[src/rtl/mem_bist_ctrl_if.sv]
// Memory-side port between the BIST sequencer and the 32x8 synchronous memory.
// The master (sequencer) drives the strobes, address and write data; the
// slave (memory) returns read data one cycle after a read strobe.
interface mem_bist_ctrl_if #(
    parameter int ADDR_W = 5,
    parameter int DATA_W = 8
);
    logic              read;
    logic              write;
    logic [ADDR_W-1:0] addr;
    logic [DATA_W-1:0] data_in;
    logic [DATA_W-1:0] data_out;

    modport master (output read, output write, output addr, output data_in, input data_out);
    modport slave  (input read, input write, input addr, input data_in, output data_out);
endinterface

[src/rtl/mem_bist_ctrl.sv]
// March-style memory BIST sequencer: write pattern, read/compare, write the
// inverted pattern, read/compare, over every address. Reports busy/done/pass,
// a saturating mismatch count and the first failing address/phase/data.
// Every output is registered; the registered outputs are decoded from the
// next state so they line up with the state they describe.
module mem_bist_ctrl #(
    parameter int                ADDR_W  = 5,
    parameter int                DATA_W  = 8,
    parameter logic [DATA_W-1:0] PATTERN = 8'hA5
) (
    input  logic                clk,
    input  logic                rst_n,
    input  logic                start,
    input  logic                abort,
    mem_bist_ctrl_if.master     mem,
    output logic                busy,
    output logic                done,
    output logic                pass,
    output logic [ADDR_W+1:0]   err_count,
    output logic [ADDR_W-1:0]   first_fail_addr,
    output logic                first_fail_phase,
    output logic [DATA_W-1:0]   first_fail_data
);

    localparam logic [ADDR_W-1:0] LAST_ADDR = '1;

    typedef enum logic [2:0] {
        IDLE, W0, R0_ISS, R0_CMP, W1, R1_ISS, R1_CMP, DONE
    } state_t;

    state_t            state, state_n;
    logic [ADDR_W-1:0] cnt, cnt_n;
    logic [ADDR_W+1:0] err_n;
    logic [ADDR_W-1:0] ffa_n;
    logic              ffp_n;
    logic [DATA_W-1:0] ffd_n;
    logic              rd_n, wr_n, busy_n, done_n, pass_n;
    logic [DATA_W-1:0] wdata_n;

    // Expected memory contents: pattern XOR address, inverted in the second half.
    function automatic logic [DATA_W-1:0] expected(input logic [ADDR_W-1:0] a, input logic inv);
        logic [DATA_W-1:0] e;
        e = PATTERN ^ DATA_W'(a);
        return inv ? ~e : e;
    endfunction

    // Error count saturates instead of wrapping.
    function automatic logic [ADDR_W+1:0] sat_inc(input logic [ADDR_W+1:0] v);
        return (v == '1) ? v : v + (ADDR_W+2)'(1);
    endfunction

    // State and address counter.
    always_ff @(posedge clk or negedge rst_n) begin
        if (!rst_n) begin
            state <= IDLE;
            cnt   <= '0;
        end else begin
            state <= state_n;
            cnt   <= cnt_n;
        end
    end

    // Next-state, compare/capture and next-output decode.
    always_comb begin
        state_n = state;
        cnt_n   = cnt;
        err_n   = err_count;
        ffa_n   = first_fail_addr;
        ffp_n   = first_fail_phase;
        ffd_n   = first_fail_data;

        case (state)
            IDLE, DONE: begin
                if (start) begin
                    state_n = W0;
                    cnt_n   = '0;
                    err_n   = '0;
                    ffa_n   = '0;
                    ffp_n   = 1'b0;
                    ffd_n   = '0;
                end
            end
            W0, W1: begin
                if (abort) begin
                    state_n = IDLE;
                    cnt_n   = '0;
                end else if (cnt == LAST_ADDR) begin
                    state_n = (state == W0) ? R0_ISS : R1_ISS;
                    cnt_n   = '0;
                end else begin
                    cnt_n = cnt + ADDR_W'(1);
                end
            end
            R0_ISS, R1_ISS: begin
                if (abort) begin
                    state_n = IDLE;
                    cnt_n   = '0;
                end else begin
                    state_n = (state == R0_ISS) ? R0_CMP : R1_CMP;
                end
            end
            R0_CMP, R1_CMP: begin
                if (abort) begin
                    state_n = IDLE;
                    cnt_n   = '0;
                end else begin
                    if (mem.data_out != expected(cnt, state == R1_CMP)) begin
                        err_n = sat_inc(err_count);
                        if (err_count == '0) begin
                            ffa_n = cnt;
                            ffp_n = (state == R1_CMP);
                            ffd_n = mem.data_out;
                        end
                    end
                    if (cnt != LAST_ADDR) begin
                        cnt_n   = cnt + ADDR_W'(1);
                        state_n = (state == R0_CMP) ? R0_ISS : R1_ISS;
                    end else begin
                        cnt_n   = '0;
                        state_n = (state == R0_CMP) ? W1 : DONE;
                    end
                end
            end
            default: begin
                state_n = IDLE;
                cnt_n   = '0;
            end
        endcase

        wr_n    = (state_n == W0) || (state_n == W1);
        rd_n    = (state_n == R0_ISS) || (state_n == R1_ISS);
        wdata_n = wr_n ? expected(cnt_n, state_n == W1) : '0;
        busy_n  = (state_n != IDLE) && (state_n != DONE);
        done_n  = (state_n == DONE);
        pass_n  = done_n && (err_n == '0);
    end

    // Registered memory port, status and failure capture.
    always_ff @(posedge clk or negedge rst_n) begin
        if (!rst_n) begin
            mem.read         <= 1'b0;
            mem.write        <= 1'b0;
            mem.addr         <= '0;
            mem.data_in      <= '0;
            busy             <= 1'b0;
            done             <= 1'b0;
            pass             <= 1'b0;
            err_count        <= '0;
            first_fail_addr  <= '0;
            first_fail_phase <= 1'b0;
            first_fail_data  <= '0;
        end else begin
            mem.read         <= rd_n;
            mem.write        <= wr_n;
            mem.addr         <= cnt_n;
            mem.data_in      <= wdata_n;
            busy             <= busy_n;
            done             <= done_n;
            pass             <= pass_n;
            err_count        <= err_n;
            first_fail_addr  <= ffa_n;
            first_fail_phase <= ffp_n;
            first_fail_data  <= ffd_n;
        end
    end

endmodule

[src/flat_wrapper.sv]
// flat-port wrapper written by rule: the top's interface ports become plain ports
module mem_bist_ctrl_flat 
#(
    parameter int                ADDR_W  = 5,
    parameter int                DATA_W  = 8,
    parameter logic [DATA_W-1:0] PATTERN = 8'hA5
)
  (clk, rst_n, start, abort, busy, done, pass, err_count, first_fail_addr, first_fail_phase, first_fail_data, mem_read, mem_write, mem_addr, mem_data_in, mem_data_out);
  mem_bist_ctrl_if #(.ADDR_W(ADDR_W), .DATA_W(DATA_W)) mem_i ();
  input  logic clk;
  input  logic rst_n;
  input  logic start;
  input  logic abort;
  output logic busy;
  output logic done;
  output logic pass;
  output logic [ADDR_W+1:0] err_count;
  output logic [ADDR_W-1:0] first_fail_addr;
  output logic first_fail_phase;
  output logic [DATA_W-1:0] first_fail_data;
  output wire logic [$bits(mem_i.read)-1:0] mem_read;
  output wire logic [$bits(mem_i.write)-1:0] mem_write;
  output wire logic [$bits(mem_i.addr)-1:0] mem_addr;
  output wire logic [$bits(mem_i.data_in)-1:0] mem_data_in;
  input wire logic [$bits(mem_i.data_out)-1:0] mem_data_out;
  assign mem_read = mem_i.read;
  assign mem_write = mem_i.write;
  assign mem_addr = mem_i.addr;
  assign mem_data_in = mem_i.data_in;
  assign mem_i.data_out = mem_data_out;
  mem_bist_ctrl #(.ADDR_W(ADDR_W), .DATA_W(DATA_W), .PATTERN(PATTERN)) u_core (.clk(clk), .rst_n(rst_n), .start(start), .abort(abort), .mem(mem_i), .busy(busy), .done(done), .pass(pass), .err_count(err_count), .first_fail_addr(first_fail_addr), .first_fail_phase(first_fail_phase), .first_fail_data(first_fail_data));
endmodule
[config.mk]
export PLATFORM = sky130hd
export DESIGN_NAME = mem_bist_ctrl_flat
export DESIGN_NICKNAME = d
export VERILOG_FILES = /design/src/rtl/mem_bist_ctrl_if.sv /design/src/rtl/mem_bist_ctrl.sv /design/src/flat_wrapper.sv
export SDC_FILE = /design/constraint.sdc
export NUM_CORES = 1
export LEC_CHECK = 0
export ABC_CLOCK_PERIOD_IN_PS = 2500
export BUFFER_PORTS_ARGS = -buffer_cell sky130_fd_sc_hd__buf_4
export CORE_ASPECT_RATIO = 2
export CORE_MARGIN = 5
export CORE_UTILIZATION = 49
export CTS_CLUSTER_DIAMETER = 60
export DETAILED_ROUTE_END_ITERATION = 8
export PLACE_DENSITY = 0.74
export SYNTH_ARGS = -nofsm -noshare
export SYNTH_HDL_FRONTEND = slang
export SYNTH_SLANG_ARGS = --single-unit
[constraint.sdc]
create_clock -name clk -period 2.5 [get_ports clk]
set_clock_uncertainty 0.2 [all_clocks]
set_input_delay 0.625 -clock clk [delete_from_list [all_inputs] [get_ports clk]]
set_output_delay 0.625 -clock clk [all_outputs]
set_load 0.01 [all_outputs]
==> metrics.yaml, run 1 <==
ys_ff_latch: 41
wl_per_cell_um: 16.1
cts.clk_slew.worst_paths_ns: 0.08
tightest_slew_ns: 0.524
grt-ovfl-total: 0
cts_tree: "built"
grt_pass1_vias: 2114
path_cells: "ha_4 > and3_4 > ha_4 > or3_4 > o211ai_1 > o31a_1 > or3b_4 > mux2i_1"
use_met3_pct: 3.01
n_fill_cell: 381
via_per_inst: 5.55
finalHoldViolations: 0
p_sw_share_pct: 26.7
wl_um: 5990
clk_latency_ns: 0.29
slew_viol_final: 0
power.switching_w: 0.000388
met1_usage_pct: 19.2
fin_total_pwr_w: 0.00145
numCtsBuffers: 5
yosys-top-cells-area: "dfrtp_1 45%, mux2i_1 8.3%, nand2_1 4.1%, inv_1 3.8%, ha_1 2.7%"
critPathRequiredTime_ns: 2.52
area_delta_synth_final_pct: 41.1
grt_use_total_pct: 19.7
yosysSeqAreaShare_pct: 44.7
fin_ws_ns: -0.00739
rsz0062_at_grt: "yes"
irDropWorstVdd_mv: 0.569
p_int_w: 0.00106
async_flop_share_pct: 100
critPathCaptureType: "register"
postSynthAreaPerCell_um2: 9.93
fin_cells: 371
crit_family: "simple AND/OR/NAND/NOR gates"
cts_buffer_depth: 2
final_cell_mix: "86 x buf_4, 38 x dfrtp_1, 24 x nand2_1"
die_h_um: 107
p_per_area_mw_per_mm2: 448
multi_input_area_mm2: 0.00127
ys_types: 60
fmax_ghz: 0.399
slowest_delay_ns: 0.44
crit_top_cell: "ha_4"
cts-root-buf: "clkbuf_8"
postRouteAntennaNets: 0
die_x_um: 58.4
hold_buffers: 0
power.share.clock_pct: 33.7
worst_setup_path_start_kind: "register"
die-area_mm2: 0.00623
seq_power_share_pct: 48.5
final_nets: 332
slew_headroom_pct: 65.1
dp_cells: 360
worstPathMaxFanout: 7
start_util_pct: 49.9
synthFlopType: "dfrtp_1"
p_leak_nw: 1.51
netlist_area_mm2: 0.00229
status: "complete, but fails checks"
p_comb_share_pct: 17.8
gr-usage-met2_pct: 38.6
seqCellArea_mm2: 0.00103
clock-sinks: 41
rows: 35
cts.htree.levels: 2
final_common_cell: "buf_4"
yosysTopAreaCell: "dfrtp_1"
hpwlAfterDp_um: 4470
synth_fp_nets: 248
min_path_type: "input port to asynchronous set/reset pin"
core_mm2: 0.00460
io_buffers: 50
grt_max_degree: 42
drt_iter0_markers: 29
synth-edff-count: 0
num_vias: 2060
setup_violations: 4
busiest_layer: "met2"
fin_crit_sh_pct: 100
period_needed_ns: 2.51
drc: 0
maxCapViolCount: 0
gp_congestion: 0.925
grt_first_pass_wirelength_um: 9530
syn_inst: 231
slowest_stage: "dfrtp_2"
whs_ns: 0.106
antenna_found_initial: 0
critical_path_buf_inv_count: 0
cp.arrival_ns: 2.52
antenna_cells: 0
critPathKind: "register to register"
violations: "negative setup slack"
yosys.area.top_type_share_pct: 44.7
synth_warnings: 0
io_pins: 51
drtPass1Iterations: 4
drive_gt1_share_pct: 41.1
[area by class of cell]
cell class                      count  area share, %
Inverter                           23           2.67
Timing Repair Buffer               88           20.9
Multi-Input combinational cell    156           39.2
Clock inverter                      1          0.271
Clock buffer                        7           2.98
Tap cell                           55           2.13
Sequential cell                    41           31.8
[path summary, 6_finish.rpt]
path                                            from                   endpoint  slack (ns)  cells after the start
max                                    u_core.cnt[0]      u_core.mem.data_in[2]      -0.007                      8
min                                            rst_n      u_core.mem.data_in[2]        0.11                      1
max reg2reg                            u_core.cnt[0]      u_core.mem.data_in[2]      -0.007                      8
min reg2reg                u_core.first_fail_addr[1]  u_core.first_fail_addr[1]        0.32                      2
max in group asynchronous                      rst_n            u_core.state[0]        1.61                      1
min in group clk           u_core.first_fail_addr[1]  u_core.first_fail_addr[1]        0.32                      2
[registers in the layout, summed over array words and instances (netlist names), 3 cells and up]
name,count
u_core.mem.data_in,7
u_core.cnt,5
u_core.first_fail_data,8
u_core.first_fail_addr,5
u_core.state,3
u_core.err_count,7
[per-stage QoR]
step	utilization [%]	setup WS (ns)	setup TNS [ns]	cell area (um^2)
2_1_floorplan	-	-0.0589	-0.282	2340
3_3_place_gp	64.8	-0.182	-1.66	2980
3_5_place_dp	64.8	-0.221	-2.16	2980
6_report	70.4	-0.00739	-0.0158	3240
5_1_grt	70.4	-0.143	-0.952	3240
4_1_cts	68.1	-0.0117	-0.0155	3130
[repair_timing]
item	CTS	global route
buffers inserted	2	1
gates resized for setup	6	16
pin swaps	4	8
setup endpoints to repair	10	26
[synthesized netlist by cell type (all sizes together), types with 2 or more instances]
cell     count
nand2b       2
or4          2
nand3        8
a21oi        4
and2         3
nand2       26
a21boi       2
o21ai       14
nor4         5
inv         23
a41o         2
nor3         6
xor2         4
buf          6
clkbuf       5
dfrtp       41
o311ai       3
nand4        2
xnor2        3
mux2i       19
nand3b       2
o2111ai      2
a21o         2
o211ai       4
ha           5
or3b         2
a32o         2
mux2         2
and3         3
or2          3
a22o         2
nor2         8
[metal layers]
layer / up-vias / part of all wire, %
met1: 1002 / 34
met5: - / 0
met4: 0 / 2.5
met2: 57 / 60
li1: 986 / -
met3: 15 / 3.5
[power by group through the flow]
stage | combinational, W | clock (W) | sequential [W]
floorplan | 0.000118 | 0 | 0.000724
global placement | 0.000225 | 0 | 0.000714
detailed placement | 0.000231 | 0 | 0.000715
CTS | 0.000239 | 0.000500 | 0.000702
global route | 0.000279 | 0.000525 | 0.000706
finish | 0.000257 | 0.000489 | 0.000704
[logic make-up (layout without fill, tap and decap cells)]
logic type | Yosys count | in the layout | synth area share, %
compound gates | 46 | 46 | 14.2
flops | 41 | 41 | 44.7
buf+inv | 34 | 119 | 6.66
xor+xnor | 7 | 7 | 3.00
simple gates | 77 | 77 | 19.4
fa+ha+maj | 5 | 5 | 2.73
mux | 21 | 21 | 9.27
Note: power is estimated with default switching activity, not from simulation.
==> run 2, diff against run 1 <==
--- a/config.mk
+++ b/config.mk
@@ -13,6 +13,7 @@
 export CTS_CLUSTER_DIAMETER = 60
 export DETAILED_ROUTE_END_ITERATION = 8
 export PLACE_DENSITY = 0.74
+export SKIP_CTS_REPAIR_TIMING = 1
 export SYNTH_ARGS = -nofsm -noshare
 export SYNTH_HDL_FRONTEND = slang
 export SYNTH_SLANG_ARGS = --single-unit
==> run 2 against run 1 <==
The run now ends clean; clock-buffer cell count is the same; sequential share of layout area about the same; via count is 0.49% higher; final area about the same; critical endpoint is now u_core.mem.data_in[3]; first-iteration DRC count rose by 28%; combinational power about the same; die area stayed put; setup slack better by 0.0084 ns; register-to-register slack hardly changed; power is essentially flat; worst hold slack worse by 0.0058 ns.
==> metrics.yaml, run 2 (same netlist as run 1, synthesis figures left out) <==
status: "finished clean"
die-area_mm2: 0.00623
slew_viol_final: 0
tightest_slew_ns: 0.511
slowest_stage: "or3b_4"
cts_tree: "built"
final_common_cell: "buf_4"
grt_pass1_vias: 2081
grt_max_degree: 42
area_delta_synth_final_pct: 41.0
top_regs: "u_core.first_fail_data x8, u_core.err_count x7, u_core.mem.data_in x7"
finalHoldViolations: 0
min_path_type: "input port to asynchronous set/reset pin"
hpwlAfterDp_um: 4470
start_util_pct: 49.9
core_mm2: 0.00460
io_buffers: 50
wl_per_cell_um: 16.0
power.share.clock_pct: 33.8
p_int_w: 0.00106
rsz0062_at_grt: "yes"
io_pins: 51
drtPass1Iterations: 4
n_fill_cell: 392
critPathRequiredTime_ns: 2.52
die_x_um: 58.4
critPathCaptureType: "register"
antenna_found_initial: 0
grt_first_pass_wirelength_um: 9320
power.switching_w: 0.000387
grt_use_total_pct: 19.3
rows: 35
seq_power_share_pct: 48.5
critical_path_buf_inv_count: 0
worst_setup_path_start_kind: "register"
period_needed_ns: 2.50
largest_reg_flops: 8
antenna_cells: 0
clock-sinks: 41
p_sw_share_pct: 26.7
grt-ovfl-total: 0
maxCapViolCount: 0
cts_buffer_depth: 2
worstPathMaxFanout: 7
clk_latency_ns: 0.29
numCtsBuffers: 5
crit_family: "simple AND/OR/NAND/NOR gates"
irDropWorstVdd_mv: 0.566
final_cell_mix: "89 x buf_4, 38 x dfrtp_1, 24 x nand2_1"
fin_total_pwr_w: 0.00145
r2r-start: "u_core.cnt[0]"
final_nets: 333
finalInstanceArea_mm2: 0.00323
crit_top_cell: "ha_4"
p_leak_nw: 1.51
cts.clk_slew.worst_paths_ns: 0.08
drc: 0
regMostFlops: "u_core.first_fail_data"
drive_gt1_share_pct: 41.6
p_per_area_mw_per_mm2: 448
dpl_cell_area_mm2: 0.00298
crit_start: "u_core.cnt[0]"
slew_headroom_pct: 66.0
num_vias: 2070
path_cells: "ha_4 > and3_4 > ha_4 > or3_4 > o211ai_1 > o31a_1 > or3b_4 > mux2i_1"
via_per_inst: 5.56
wl_um: 5960
gp_congestion: 0.925
utilization_pct: 70.3
postRouteAntennaNets: 0
fin_crit_sh_pct: 100
critPathKind: "register to register"
slowest_delay_ns: 0.44
setup_violations: 0
fmax_ghz: 0.400
die_h_um: 107
cp.arrival_ns: 2.52
cts.htree.levels: 2
whs_ns: 0.100
p_comb_share_pct: 17.8
cts-root-buf: "clkbuf_8"
drt_iter0_markers: 37
==> run 2: cell type report <==
class,instances,area [um^2],share of cell area [%]
Timing Repair Buffer,89,668,20.7
Sequential cell,41,1030,31.8
Inverter,23,86.3,2.67
Clock buffer,7,96.3,2.98
Clock inverter,1,8.76,0.271
Tap cell,55,68.8,2.13
Multi-Input combinational cell,156,1280,39.5
==> run 2: worst reg2reg max path, stage by stage, from the launching register on <==
cell	delay (ns)
dfrtp_2	0.43
ha_4	0.16
and3_4	0.18
ha_4	0.17
or3_4	0.33
o211ai_1	0.17
o31a_1	0.20
or3b_4	0.44
mux2i_1	0.15
==> run 2: metal layers <==
metal | up-vias | GRT usage (%) | wire length, um
met5 | - | 0 | 0
met4 | 0 | 7.79 | 170
met3 | 17 | 3.13 | 185
met2 | 49 | 37.9 | 3570
met1 | 1019 | 18.7 | 2040
li1 | 985 | - | -
==> run 2: path summary, 6_finish.rpt <==
kind                                             endpoint  slack, ns  cells past startpoint
worst min-delay path                u_core.mem.data_in[2]       0.10                      1
worst max-delay path                u_core.mem.data_in[3]      0.001                      8
max in group asynchronous                 u_core.state[0]       1.62                      1
min in group clk                u_core.first_fail_addr[1]       0.32                      2
worst max register to register      u_core.mem.data_in[3]      0.001                      8
worst min register to register  u_core.first_fail_addr[1]       0.32                      2
==> run 2: power groups by stage <==
stage	logic [W]	clock network (W)	registers [W]
2_1_floorplan	0.000118	0	0.000724
3_3_place_gp	0.000225	0	0.000714
3_5_place_dp	0.000231	0	0.000715
4_1_cts	0.000232	0.000500	0.000702
5_1_grt	0.000280	0.000527	0.000705
6_report	0.000257	0.000489	0.000702
==> run 2: metrics by stage <==
stage	instances	TNS (ns)	setup slack, ns
after floorplan	231	-0.282	-0.0589
after global placement	360	-1.66	-0.182
after detailed placement	360	-2.16	-0.221
after CTS	368	-0.587	-0.112
after global routing	372	-0.586	-0.103
final	372	0	0.00101
==> run 3, diff against run 2 <==
--- a/config.mk
+++ b/config.mk
@@ -13,6 +13,7 @@
 export CTS_CLUSTER_DIAMETER = 60
 export DETAILED_ROUTE_END_ITERATION = 8
 export PLACE_DENSITY = 0.74
+export RECOVER_POWER = 50
 export SKIP_CTS_REPAIR_TIMING = 1
 export SYNTH_ARGS = -nofsm -noshare
 export SYNTH_HDL_FRONTEND = slang
==> run 3 against run 2 <==
The run now ends with negative setup slack left; clock-buffer cell count stayed put; final area decreased by 1.8%; worst hold slack gained 0.18 ns; first-iteration DRC count is 24% lower; critical path type unchanged; largest cell class unchanged; largest power group unchanged; highest routed layer unchanged.
==> metrics.yaml, run 3 (same netlist as run 1, synthesis figures left out) <==
period_needed_ns: 2.50
worstPathMaxFanout: 7
antenna_cells: 0
top_regs: "u_core.first_fail_data x8, u_core.err_count x7, u_core.mem.data_in x7"
area_delta_synth_final_pct: 38.5
wl_per_cell_um: 16.1
critPathCaptureType: "register"
regMostFlops: "u_core.first_fail_data"
slew_viol_final: 0
min_path_type: "input port to asynchronous set/reset pin"
utilization_pct: 69.1
tightest_slew_ns: 0.999
n_fill_cell: 406
use_met3_pct: 3.13
tns_ns: -0.000138
p_comb_share_pct: 17.1
start_util_pct: 49.9
seq_power_share_pct: 48.8
worst_setup_path_start_kind: "register"
die_x_um: 58.4
hpwlAfterDp_um: 4470
irDropWorstVdd_mv: 0.562
grt_use_total_pct: 19.3
clock-sinks: 41
final_cell_mix: "73 x buf_4, 38 x dfrtp_1, 24 x nand2_1"
fmax_ghz: 0.400
fin_ws_ns: -0.000138
maxCapViolCount: 0
critPathRequiredTime_ns: 2.52
setup_violations: 1
slew_headroom_pct: 33.4
p_sw_share_pct: 27.0
grt_max_degree: 42
drive_gt1_share_pct: 36.9
multi_input_area_mm2: 0.00128
grt_first_pass_wirelength_um: 9320
cts.htree.levels: 2
post-place-ws_ns: -0.221
rsz0062_at_grt: "yes"
power.switching_w: 0.000388
rows: 35
violations: "negative setup slack"
met1_usage_pct: 18.7
grt_pass1_vias: 2081
final_common_cell: "buf_4"
cp.arrival_ns: 2.52
antenna_found_initial: 0
drtPass1Iterations: 4
cts-root-buf: "clkbuf_8"
seqCellArea_mm2: 0.00103
cts_tree: "built"
whs_ns: 0.283
p_leak_nw: 1.44
num_vias: 2069
via_per_inst: 5.56
core_mm2: 0.00460
drt_iter0_markers: 28
clk_latency_ns: 0.29
p_int_w: 0.00105
gr-usage-met2_pct: 37.9
status: "complete, but fails checks"
grt-ovfl-total: 0
p_per_area_mw_per_mm2: 453
io_pins: 51
gp_congestion: 0.925
cts_buffer_depth: 2
critPathKind: "register to register"
final_nets: 333
postRouteAntennaNets: 0
fin_crit_sh_pct: 100
busiest_layer: "met2"
power.share.clock_pct: 34.1
wl_um: 5970
io_buffers: 50
drc: 0
die_h_um: 107
largest_reg_flops: 8
numCtsBuffers: 5
die-area_mm2: 0.00623
finalHoldViolations: 0
cts.clk_slew.worst_paths_ns: 0.08
-- run 3: cell types whose count changed in the layout (fill, tap and decap cells not counted) --
cell and delta:
clkbuf_1 +15, buf_4 -16, clkbuf_2 +1
-- run 3: critical path, stage by stage, from the launching register on --
cell,delay (ns)
dfrtp_2,0.43
ha_4,0.16
and3_4,0.18
ha_4,0.16
or3_4,0.33
o211ai_1,0.17
o31a_1,0.20
or3b_4,0.44
mux2i_1,0.15
-- run 3: area by class of cell --
class                   count  share of cell area [%]
inverters                  23                    2.72
well taps                  55                    2.17
clock buffers               7                    3.03
repair buffers             89                    19.2
clock inverters             1                   0.276
flip-flops and latches     41                    32.4
multi-input cells         156                    40.2
-- run 3: power by group through the flow --
stage	clock, W	sequential, W	combinational [W]
3_5_place_dp	0	0.000715	0.000231
6_report	0.000490	0.000702	0.000247
5_1_grt	0.000527	0.000705	0.000269
2_1_floorplan	0	0.000724	0.000118
3_3_place_gp	0	0.000714	0.000225
4_1_cts	0.000500	0.000702	0.000232
-- run 3: worst paths after layout --
| check | from | endpoint | slack (ns) | cells past startpoint |
|---|---|---|---|---|
| max in group asynchronous | rst_n | u_core.state[0] | 1.14 | 1 |
| min reg2reg | u_core.first_fail_phase | u_core.first_fail_phase | 0.32 | 1 |
| max | u_core.cnt[0] | u_core.mem.data_in[2] | -0.0001 | 8 |
| max reg2reg | u_core.cnt[0] | u_core.mem.data_in[2] | -0.0001 | 8 |
| min | rst_n | u_core.mem.data_in[2] | 0.28 | 1 |
| min in group clk | u_core.first_fail_phase | u_core.first_fail_phase | 0.32 | 1 |
-- run 3: per-stage QoR --
step	power, W	instances	area (um^2)
after floorplan	0.000842	231	2340
after global placement	0.000939	360	2980
after detailed placement	0.000946	360	2980
after CTS	0.00143	368	3090
after global routing	0.00150	372	3180
final	0.00144	372	3180
-- run 3: layer usage --
| metal | vias to the layer above | wire length (um) |
|---|---|---|
| met5 | - | 0 |
| met4 | 0 | 172 |
| met3 | 17 | 193 |
| met2 | 49 | 3560 |
| met1 | 1018 | 2050 |
| li1 | 985 | - |
